`src/rtl/readfromdram_if.sv`:
```
// readfromdram bus bundle: DDR3 Avalon-MM read port, CSR slave port, sample stream, status.
// Latency: none, this is wiring only.
// Backpressure: carries ddr_waitrequest (DDR stall) and ready (stream sink stall).
// Modports: master = reader side (drives ddr_addr/ddr_read, csr_readdata, d_out/v,
//           busy/done); slave = environment side (DDR controller, CPU, sink).
interface readfromdram_if #(
    parameter int DATA_W = 16
);
    logic              ddr_waitrequest;
    logic [31:0]       ddr_addr;
    logic              ddr_read;
    logic [DATA_W-1:0] ddr_readdata;
    logic              ddr_readdatavalid;
    logic [1:0]        csr_addr;
    logic              csr_read;
    logic              csr_write;
    logic [31:0]       csr_writedata;
    logic [31:0]       csr_readdata;
    logic [DATA_W-1:0] d_out;
    logic              v;
    logic              ready;
    logic              busy;
    logic              done;

    modport master (
        input  ddr_waitrequest, ddr_readdata, ddr_readdatavalid,
        input  csr_addr, csr_read, csr_write, csr_writedata, ready,
        output ddr_addr, ddr_read, csr_readdata, d_out, v, busy, done
    );

    modport slave (
        output ddr_waitrequest, ddr_readdata, ddr_readdatavalid,
        output csr_addr, csr_read, csr_write, csr_writedata, ready,
        input  ddr_addr, ddr_read, csr_readdata, d_out, v, busy, done
    );
endinterface

```
`src/rtl/readfromdram.sv`:
```
// DDR3 stream reader: Avalon-MM read master fetching stream_length samples (addr_init, stride addr_step) into a show-ahead FIFO.
// Latency: readdatavalid to v is 1 cycle; CSR read data 1 cycle after csr_read.
// Backpressure: reads are issued only while outstanding + buffered < FIFO_DEPTH, so a stalled sink throttles DDR requests.
// Ports: clk, rst (synchronous, active-high), bus (readfromdram_if.master: ddr_*, csr_*, d_out/v/ready, busy/done).
// CSR: 0 addr_init, 1 stream_length, 2 addr_step, 3 write=start / read={30'b0,done,busy}.
// Option: READFROMDRAM_LOOP_EN enables circular playback (CSR3 data[0]=1 start, 0 stop).
module readfromdram #(
    parameter int DATA_W     = 16,
    parameter int FIFO_DEPTH = 16
) (
    input  logic           clk,
    input  logic           rst,
    readfromdram_if.master bus
);
    localparam int AW = $clog2(FIFO_DEPTH);
    localparam int CW = AW + 1;
    localparam logic [CW:0] DEPTH_V = (CW+1)'(FIFO_DEPTH);

    typedef enum logic [1:0] {S_IDLE, S_ISSUE, S_DRAIN, S_DONE} state_t;

    state_t            state_q, state_d;
    logic [31:0]       addr_init_q, addr_init_d;
    logic [31:0]       len_q, len_d;
    logic [31:0]       step_q, step_d;
    logic [31:0]       addr_q, addr_d;
    logic [31:0]       issued_q, issued_d;
    logic [31:0]       csr_rdata_q, csr_rdata_d;
    logic [CW-1:0]     outst_q, outst_d;
    logic [CW-1:0]     cnt_q, cnt_d;
    logic [AW-1:0]     wr_ptr_q, rd_ptr_q;
    logic              stop_q, stop_d;
    logic [DATA_W-1:0] mem_q [FIFO_DEPTH];

    logic busy, done, credit, rd_req, accept, push, pop, last_acc;
    logic start_wr, stop_wr;

    assign busy = (state_q == S_ISSUE) || (state_q == S_DRAIN);
    assign done = (state_q == S_DONE);

`ifdef READFROMDRAM_LOOP_EN
    assign start_wr = bus.csr_write && (bus.csr_addr == 2'd3) && bus.csr_writedata[0];
    assign stop_wr  = bus.csr_write && (bus.csr_addr == 2'd3) && !bus.csr_writedata[0];
`else
    assign start_wr = bus.csr_write && (bus.csr_addr == 2'd3);
    assign stop_wr  = 1'b0;
`endif

    // Every in-flight read owns a FIFO slot, so the buffer can never overflow.
    assign credit   = ({1'b0, outst_q} + {1'b0, cnt_q}) < DEPTH_V;
    assign rd_req   = (state_q == S_ISSUE) && credit;
    assign accept   = rd_req && !bus.ddr_waitrequest;
    // Responses with nothing outstanding are leftovers from an aborted transfer.
    assign push     = bus.ddr_readdatavalid && (outst_q != '0);
    assign pop      = (cnt_q != '0) && bus.ready;
    assign last_acc = accept && (issued_q == len_q - 32'd1);

    always_comb begin
        state_d     = state_q;
        addr_init_d = addr_init_q;
        len_d       = len_q;
        step_d      = step_q;
        addr_d      = addr_q;
        issued_d    = issued_q;
        stop_d      = stop_q;
        csr_rdata_d = csr_rdata_q;
        outst_d     = outst_q + CW'(accept) - CW'(push);
        cnt_d       = cnt_q + CW'(push) - CW'(pop);

        if (bus.csr_write && !busy) begin
            case (bus.csr_addr)
                2'd0:    addr_init_d = bus.csr_writedata;
                2'd1:    len_d       = bus.csr_writedata;
                2'd2:    step_d      = bus.csr_writedata;
                default: ;
            endcase
        end

        if (bus.csr_read) begin
            case (bus.csr_addr)
                2'd0:    csr_rdata_d = addr_init_q;
                2'd1:    csr_rdata_d = len_q;
                2'd2:    csr_rdata_d = step_q;
                2'd3:    csr_rdata_d = {30'b0, done, busy};
                default: csr_rdata_d = 32'hdeadbeef;
            endcase
        end

        if (accept) begin
            addr_d   = addr_q + step_q;
            issued_d = issued_q + 32'd1;
        end

        case (state_q)
            S_IDLE, S_DONE: begin
                if (start_wr) begin
                    addr_d   = addr_init_q;
                    issued_d = '0;
                    stop_d   = 1'b0;
                    state_d  = (len_q == '0) ? S_DONE : S_ISSUE;
                end
            end
            S_ISSUE: begin
                if (stop_wr) stop_d = 1'b1;
                if (last_acc) begin
`ifdef READFROMDRAM_LOOP_EN
                    if (stop_q || stop_wr) begin
                        state_d = S_DRAIN;
                    end else begin
                        addr_d   = addr_init_q;
                        issued_d = '0;
                    end
`else
                    state_d = S_DRAIN;
`endif
                end
            end
            // All issued reads answered and buffer drained; outstanding==0 is
            // equivalent to received==length since nothing is dropped mid-transfer.
            S_DRAIN: begin
                if ((outst_q == '0) && (cnt_q == '0)) state_d = S_DONE;
            end
            default: state_d = S_IDLE;
        endcase
    end

    always_ff @(posedge clk) begin
        if (rst) begin
            state_q     <= S_IDLE;
            addr_init_q <= '0;
            len_q       <= '0;
            step_q      <= 32'd1;
            addr_q      <= '0;
            issued_q    <= '0;
            stop_q      <= 1'b0;
            csr_rdata_q <= '0;
            outst_q     <= '0;
            cnt_q       <= '0;
            wr_ptr_q    <= '0;
            rd_ptr_q    <= '0;
        end else begin
            state_q     <= state_d;
            addr_init_q <= addr_init_d;
            len_q       <= len_d;
            step_q      <= step_d;
            addr_q      <= addr_d;
            issued_q    <= issued_d;
            stop_q      <= stop_d;
            csr_rdata_q <= csr_rdata_d;
            outst_q     <= outst_d;
            cnt_q       <= cnt_d;
            if (push) wr_ptr_q <= wr_ptr_q + AW'(1);
            if (pop)  rd_ptr_q <= rd_ptr_q + AW'(1);
        end
    end

    always_ff @(posedge clk) begin
        if (push && !rst) mem_q[wr_ptr_q] <= bus.ddr_readdata;
    end

    assign bus.ddr_addr     = addr_q;
    assign bus.ddr_read     = rd_req;
    assign bus.csr_readdata = csr_rdata_q;
    assign bus.v            = (cnt_q != '0);
    // Gate with v so the stream reads zero while empty (memory is not reset).
    assign bus.d_out        = (cnt_q != '0) ? mem_q[rd_ptr_q] : '0;
    assign bus.busy         = busy;
    assign bus.done         = done;
endmodule

```
`src/flat_wrapper.sv`:
```
// flat-port wrapper written by rule: the top's interface ports become plain ports
module readfromdram_flat 
#(
    parameter int DATA_W     = 16,
    parameter int FIFO_DEPTH = 16
)
  (clk, rst, bus_ddr_waitrequest, bus_ddr_readdata, bus_ddr_readdatavalid, bus_csr_addr, bus_csr_read, bus_csr_write, bus_csr_writedata, bus_ready, bus_ddr_addr, bus_ddr_read, bus_csr_readdata, bus_d_out, bus_v, bus_busy, bus_done);
  readfromdram_if #(.DATA_W(DATA_W)) bus_i ();
  input  logic clk;
  input  logic rst;
  input wire logic [$bits(bus_i.ddr_waitrequest)-1:0] bus_ddr_waitrequest;
  input wire logic [$bits(bus_i.ddr_readdata)-1:0] bus_ddr_readdata;
  input wire logic [$bits(bus_i.ddr_readdatavalid)-1:0] bus_ddr_readdatavalid;
  input wire logic [$bits(bus_i.csr_addr)-1:0] bus_csr_addr;
  input wire logic [$bits(bus_i.csr_read)-1:0] bus_csr_read;
  input wire logic [$bits(bus_i.csr_write)-1:0] bus_csr_write;
  input wire logic [$bits(bus_i.csr_writedata)-1:0] bus_csr_writedata;
  input wire logic [$bits(bus_i.ready)-1:0] bus_ready;
  output wire logic [$bits(bus_i.ddr_addr)-1:0] bus_ddr_addr;
  output wire logic [$bits(bus_i.ddr_read)-1:0] bus_ddr_read;
  output wire logic [$bits(bus_i.csr_readdata)-1:0] bus_csr_readdata;
  output wire logic [$bits(bus_i.d_out)-1:0] bus_d_out;
  output wire logic [$bits(bus_i.v)-1:0] bus_v;
  output wire logic [$bits(bus_i.busy)-1:0] bus_busy;
  output wire logic [$bits(bus_i.done)-1:0] bus_done;
  assign bus_i.ddr_waitrequest = bus_ddr_waitrequest;
  assign bus_i.ddr_readdata = bus_ddr_readdata;
  assign bus_i.ddr_readdatavalid = bus_ddr_readdatavalid;
  assign bus_i.csr_addr = bus_csr_addr;
  assign bus_i.csr_read = bus_csr_read;
  assign bus_i.csr_write = bus_csr_write;
  assign bus_i.csr_writedata = bus_csr_writedata;
  assign bus_i.ready = bus_ready;
  assign bus_ddr_addr = bus_i.ddr_addr;
  assign bus_ddr_read = bus_i.ddr_read;
  assign bus_csr_readdata = bus_i.csr_readdata;
  assign bus_d_out = bus_i.d_out;
  assign bus_v = bus_i.v;
  assign bus_busy = bus_i.busy;
  assign bus_done = bus_i.done;
  readfromdram #(.DATA_W(DATA_W), .FIFO_DEPTH(FIFO_DEPTH)) u_core (.clk(clk), .rst(rst), .bus(bus_i));
endmodule
```
`config.mk`:
```
export PLATFORM = sky130hd
export DESIGN_NAME = readfromdram_flat
export DESIGN_NICKNAME = d
export VERILOG_FILES = /design/src/rtl/readfromdram_if.sv /design/src/rtl/readfromdram.sv /design/src/flat_wrapper.sv
export SDC_FILE = /design/constraint.sdc
export NUM_CORES = 1
export LEC_CHECK = 0
export ABC_AREA = 1
export BUFFER_PORTS_ARGS = -buffer_cell sky130_fd_sc_hd__buf_2
export CAP_MARGIN = 0
export CORE_ASPECT_RATIO = 0.6
export CORE_MARGIN = 2
export CORE_UTILIZATION = 50
export DETAILED_ROUTE_END_ITERATION = 7
export GPL_ROUTABILITY_DRIVEN = 0
export PLACE_DENSITY_LB_ADDON = 0.15
export SYNTH_ARGS = -nofsm -noshare
export SYNTH_HDL_FRONTEND = slang
export SYNTH_SLANG_ARGS = --single-unit
```
`constraint.sdc`:
```
create_clock -name clk -period 4.7 [get_ports clk]
set_input_delay 0.235 -clock clk [delete_from_list [all_inputs] [get_ports clk]]
set_output_delay 0.235 -clock clk [all_outputs]
set_load 0.02 [all_outputs]
```
* After elaboration in Yosys (flattened, before gate mapping) *
Memory sizes are Yosys's and may differ from the RTL's. A register that Yosys moved wholly into a read port is not among the register bits.
Cells that the tools add are included.
W data, S select, Z words.

storage, ports and cells
  register bits after elaboration = 212
  latch bits = 0
  bits in writable memories = 256
  bits in read-only memories = 0
  input bits = 57
  output and inout port bits = 84
  logic and storage cells = 75
  memories = 1

memories
  memory        words  bits a word  rd ports  clocked after Yosys merged registers in  write ports  line                RTL
  u_core.mem_q  16     16           1         1                                        1            readfromdram.sv:32  logic [DATA_W-1:0] mem_q [FIFO_DEPTH];

operators by class
  add/subtract/negate cells = 10
  multipliers = 0
  divide/modulo/power cells = 0
  magnitude comparators = 1
  equality and inequality tests = 10
  shift-type cells = 0
  multiplexer cells = 17
  bitwise operators = 0
  reductions and logical operators = 25

operator list
  operator                 count
  $mux W32                 6
  $pmux W32 S4             1
  $add A32 B1 Y32 const B  1
  $add A32 B32 Y32         1
  $eq A32 B32 Y1           1
  $logic_not A32 Y1        1
  $sub A32 B1 Y32 const B  1
  $mux W16                 1
  $add A5 B1 Y5            2
  $logic_not A5 Y1         2
  $reduce_bool A5 Y1       2
  $sub A5 B1 Y5            2
  $logic_and A1 B1 Y1      9
  $add A4 B1 Y4 const B    2
  $eq A2 B2 Y1 const B     4
  $mux W2                  4
  $mux W4                  2
  $add A5 B5 Y6            1
  $lt A6 B5 Y1 const B     1
  $pmux W2 S3              1
  $reduce_and A2 Y1        3
  $eq A2 B1 Y1 const B     2
  $logic_not A2 Y1         2
  $ne A2 B1 Y1 const B     2
  other kinds (6)          9

* Logic depth before layout (Yosys ltp) *
  depth in word-level cells = 7
  gate-level depth with buffers = 18
  mapped depth without buffers = 18

* Worst setup path after synthesis *
OpenSTA, ideal clock, no wires.

  path kind = reg2reg
  start = register u_core.cnt_q[3]
  end = register u_core.cnt_q[4]
  library setup time = 0.128 ns
  arrival = 2.648 ns
  data required time = 4.572 ns
  setup slack = 1.924 ns
  stages on the path, launching flop included = 17
  buffers on the path = 0
  period minus slack after synthesis = 2.776 ns
  path through = dfxtp_1 > inv_1 > ha_1 > nand2_1 > nor2_1 > inv_1 > nand2_1 > inv_1 > ha_1 > inv_1 > ha_1 > inv_1 > fa_1 > nor3_1 > a211oi_1 > o21ai_0 > a21oi_1

between the ends
  longest elaborated chain between the ends = 3
  elaborated cells between the ends (all ways) = 4
  those cells by class = add/sub (2); reduce/logical (2)

RTL lines
  element                 line                 RTL
  from (decl)             readfromdram.sv:29   logic [CW-1:0] cnt_q, cnt_d;
  from (signal assigned)  readfromdram.sv:150  cnt_q <= cnt_d;
  $reduce_bool A5 Y1      -
  named net bus_v         flat_wrapper.sv:23   output wire logic [$bits(bus_i.v)-1:0] bus_v;
  $logic_and A1 B1 Y1     readfromdram.sv:54   assign pop = (cnt_q != '0) && bus.ready;
  named net u_core.pop    readfromdram.sv:34   logic busy, done, credit, rd_req, accept, push, pop, last_acc;
  $sub A5 B1 Y5           readfromdram.sv:67   cnt_d = cnt_q + CW'(push) - CW'(pop);

The timed path passes the listed nets, and every way through them passes these cells.
A chain may end at the register's enable or synchronous reset.

==> reports/qor.yml <==
run_status:
  status: "complete, no violations"
critical_path:
  critPathMaxFanout: 58
  crit_chain: "clkinv_2 -> buf_4 -> o21ai_0 -> o22ai_1 -> o211ai_1 -> a21oi_1 -> buf_2"
  end_kind: "primary output"
  path_class: "flip-flop to primary output"
  critical_path_required_ns: 4.47
  worstPathArrival_ns: 3.10
  cp.buffers_inverters: 3
  start_kind: "flip-flop"
  rr_startpoint: "u_core.outst_q[1]$_SDFF_PP0_"
  crit_slowest_cell: "dfxtp_4"
  rrSetupSlack_ns: 1.60
  cpLargestDelayFamily: "buffers and inverters"
  critPathMaxStageDelay_ns: 0.74
  r2r-end: "u_core.issued_q[29]$_SDFF_PP0_"
  ff2ff_path_depth: 13
routing:
  drt-initial-drc-count: 2681
  wl_mm: 73.3
  drt_first_pass_iters: 8
  drt-wirelength-per-cell_um: 22.0
  ant_nets: 0
  drc: 0
  vias_per_cell: 5.94
  via_count: 19800
cells_and_area:
  final_cell_mix: "424 x nor2_1, 391 x nand2_1, 326 x o21ai_0"
  area_growth_pct: 14.1
  final_common_cell: "nor2_1"
  fin_cells: 3340
  postLayoutCellArea_mm2: 0.0258
  finalNetCount: 2829
  drive_gt1_share_pct: 11.6
yosys:
  ys_ff_latch: 472
  syn_area_mm2: 0.0226
  syn_inst: 2580
  async_flop_share_pct: 0
  ys.flop_type: "edfxtp_1"
  yosys_warnings: 0
  syn_area_per_cell_um2: 8.77
  synth_area_leaders: "edfxtp_1 34%, dfxtp_1 19%, nor2_1 7.4%"
  ys_seq_area_share_pct: 53.1
  syn_nets: 2697
  synth_area_leader_cell: "edfxtp_1"
  synth.distinct_cells: 52
  synth_top_area_share_pct: 34.0
  synth_edf_count: 256
pwr:
  pwr-share-clk_pct: 30.4
  p_leak_nw: 10.1
  pwr-share-comb_pct: 29.3
  swShare_pct: 36.2
  p_per_area_mw_per_mm2: 483
  seqPwrFrac_pct: 40.2
  ir_drop_mv: 0.268
  power_switching_mw: 4.51
  internal_power_mw: 7.94
  p_total_mw: 12.5
sta:
  final.setup.tns_ns: 0
  fin_worst_skew_ns: 0.0238
  relSlewSlack_pct: 14.1
  period_share_pct: 70.9
  rsz0062_at_grt: "no"
  hold_viol: 0
  tightestPinTransition_ns: 1.29
  setup_viol: 0
  slew_violations: 0
  setup_slack_ns: 1.37
  min_period_ns: 3.33
  fmax_mhz: 300
grt:
  grtUsageTotal_pct: 30.6
  grt_pass1_vias: 17900
  antenna_found_initial: 6
  grt_pass1_wl_mm: 109
  overflow: 0
  grt_max_degree: 130
cts:
  root_buffer: "clkbuf_16"
  clockBufferDepth: 3
  cts_inserted_buffers: 45
  clock_latency_ns: 0.58
  cts_setup_buffers: 0
  cts_tree: "yes"
  ctsHoldBuffers: 30
  clkTransAtPathRegs_ns: 0.06
  cts_resized: 0
  cts_sinks: 472
  h-tree-depth: 2
place:
  placed_cell_area_mm2: 0.0240
  post-dp-hpwl_mm: 50.1
  port_buffers: 140
  dp.cells: 3224
  post-place-ws_ns: 1.67
die:
  fp.dieH_um: 169
  die-width_um: 279
  fp-row-count: 60
  die_area_mm2: 0.0470
  initial_utilization_pct: 50.5
  ios: 141
  fp.coreArea_mm2: 0.0447
hold_path:
  whs_path_depth: 3
  min_path_type: "input pin to flip-flop"
  hold_start: "bus_ready"
run:
  cap_violations: 0
==> layer usage <==
| layer | up-vias | part of all wire (%) | global-route usage (%) |
|---|---|---|---|
| met2 | 1132 | 39 | 40.5 |
| li1 | 9173 | - | - |
| met3 | 92 | 14 | 9.22 |
| met1 | 9442 | 45 | 48.3 |
| met5 | - | 0 | 0 |
| met4 | 0 | 1.9 | 6.52 |
==> worst min-delay path: cells and delay by family <==
kind / cells / cell delay, ns
and+or+nand+nor: 1 / 0.10
AOI/OAI and AO/OA: 1 / 0.09
buffers and inverters: 1 / 0.12
==> synth_stat cells, types with 8 or more instances <==
library cell / count
xnor2_1: 21
nand4_1: 20
ha_1: 57
o221ai_1: 46
nor2_1: 443
clkbuf_1: 117
dfxtp_1: 216
nand2_1: 391
o21ai_0: 326
edfxtp_1: 256
a41oi_1: 30
nor2_4: 10
a21o_1: 8
o22ai_1: 22
xor2_1: 48
nor3_1: 23
a21oi_1: 153
o21ai_1: 8
nand3b_1: 8
o211ai_1: 24
nand3_1: 90
inv_1: 178
==> how the worst max path moves through the flow <==
stage	slack [ns]	to	depth (start not counted)
after CTS	1.40	bus_d_out[5]	7
after floorplan	1.92	u_core.cnt_q[4]$_SDFF_PP0_	16
after detailed placement	1.67	u_core.issued_q[29]$_SDFF_PP0_	13
after global routing	1.16	bus_d_out[5]	7
after global placement	1.80	u_core.issued_q[29]$_SDFF_PP0_	13
final	1.37	bus_d_out[5]	7
==> flip-flops by register name, indices dropped and copies added (netlist names), 5 cells and up, named ones only <==
name	cells
u_core.len_q	32
u_core.bus.csr_readdata	32
u_core.issued_q	32
u_core.addr_init_q	32
u_core.bus.ddr_addr	32
u_core.cnt_q	5
u_core.mem_q	256
u_core.step_q	32
u_core.outst_q	5
==> power groups by stage <==
stage / Sequential (mW) / Clock [mW] / Combinational, mW
6_report: 5.01 / 3.79 / 3.65
5_1_grt: 5.03 / 4.00 / 4.01
4_1_cts: 4.99 / 3.82 / 3.58
3_5_place_dp: 5.08 / 0 / 3.53
3_3_place_gp: 5.07 / 0 / 3.47
2_1_floorplan: 4.97 / 0 / 2.42
==> kinds of logic after synthesis <==
| group | count (synthesis) | synth area share (%) |
|---|---|---|
| and+or+nand+nor | 1019 | 19.0 |
| adders and majority gates | 60 | 3.42 |
| AOI/OAI and AO/OA | 645 | 16.3 |
| buffers and inverters | 313 | 5.25 |
| xor gates and xnor gates | 71 | 2.87 |
| DFF | 472 | 53.1 |
==> area by class of cell <==
type | instances | area [um^2]
Inverter | 186 | 702
Fill cell | 3913 | 18900
Timing Repair Buffer | 212 | 1340
Antenna cell | 3 | 7.51
Tap cell | 589 | 737
Clock buffer | 59 | 1210
Sequential cell | 472 | 12000
Clock inverter | 24 | 302
Multi-Input combinational cell | 1795 | 9480
==> metrics by stage <==
stage	util [%]	hold slack [ns]
after floorplan	-	0.334
after global routing	57.7	0.0243
after detailed placement	53.6	0.463
after CTS	57.6	0.0110
after global placement	53.6	0.460
final	57.7	0.0366
Power figures use the tool's default switching activity.
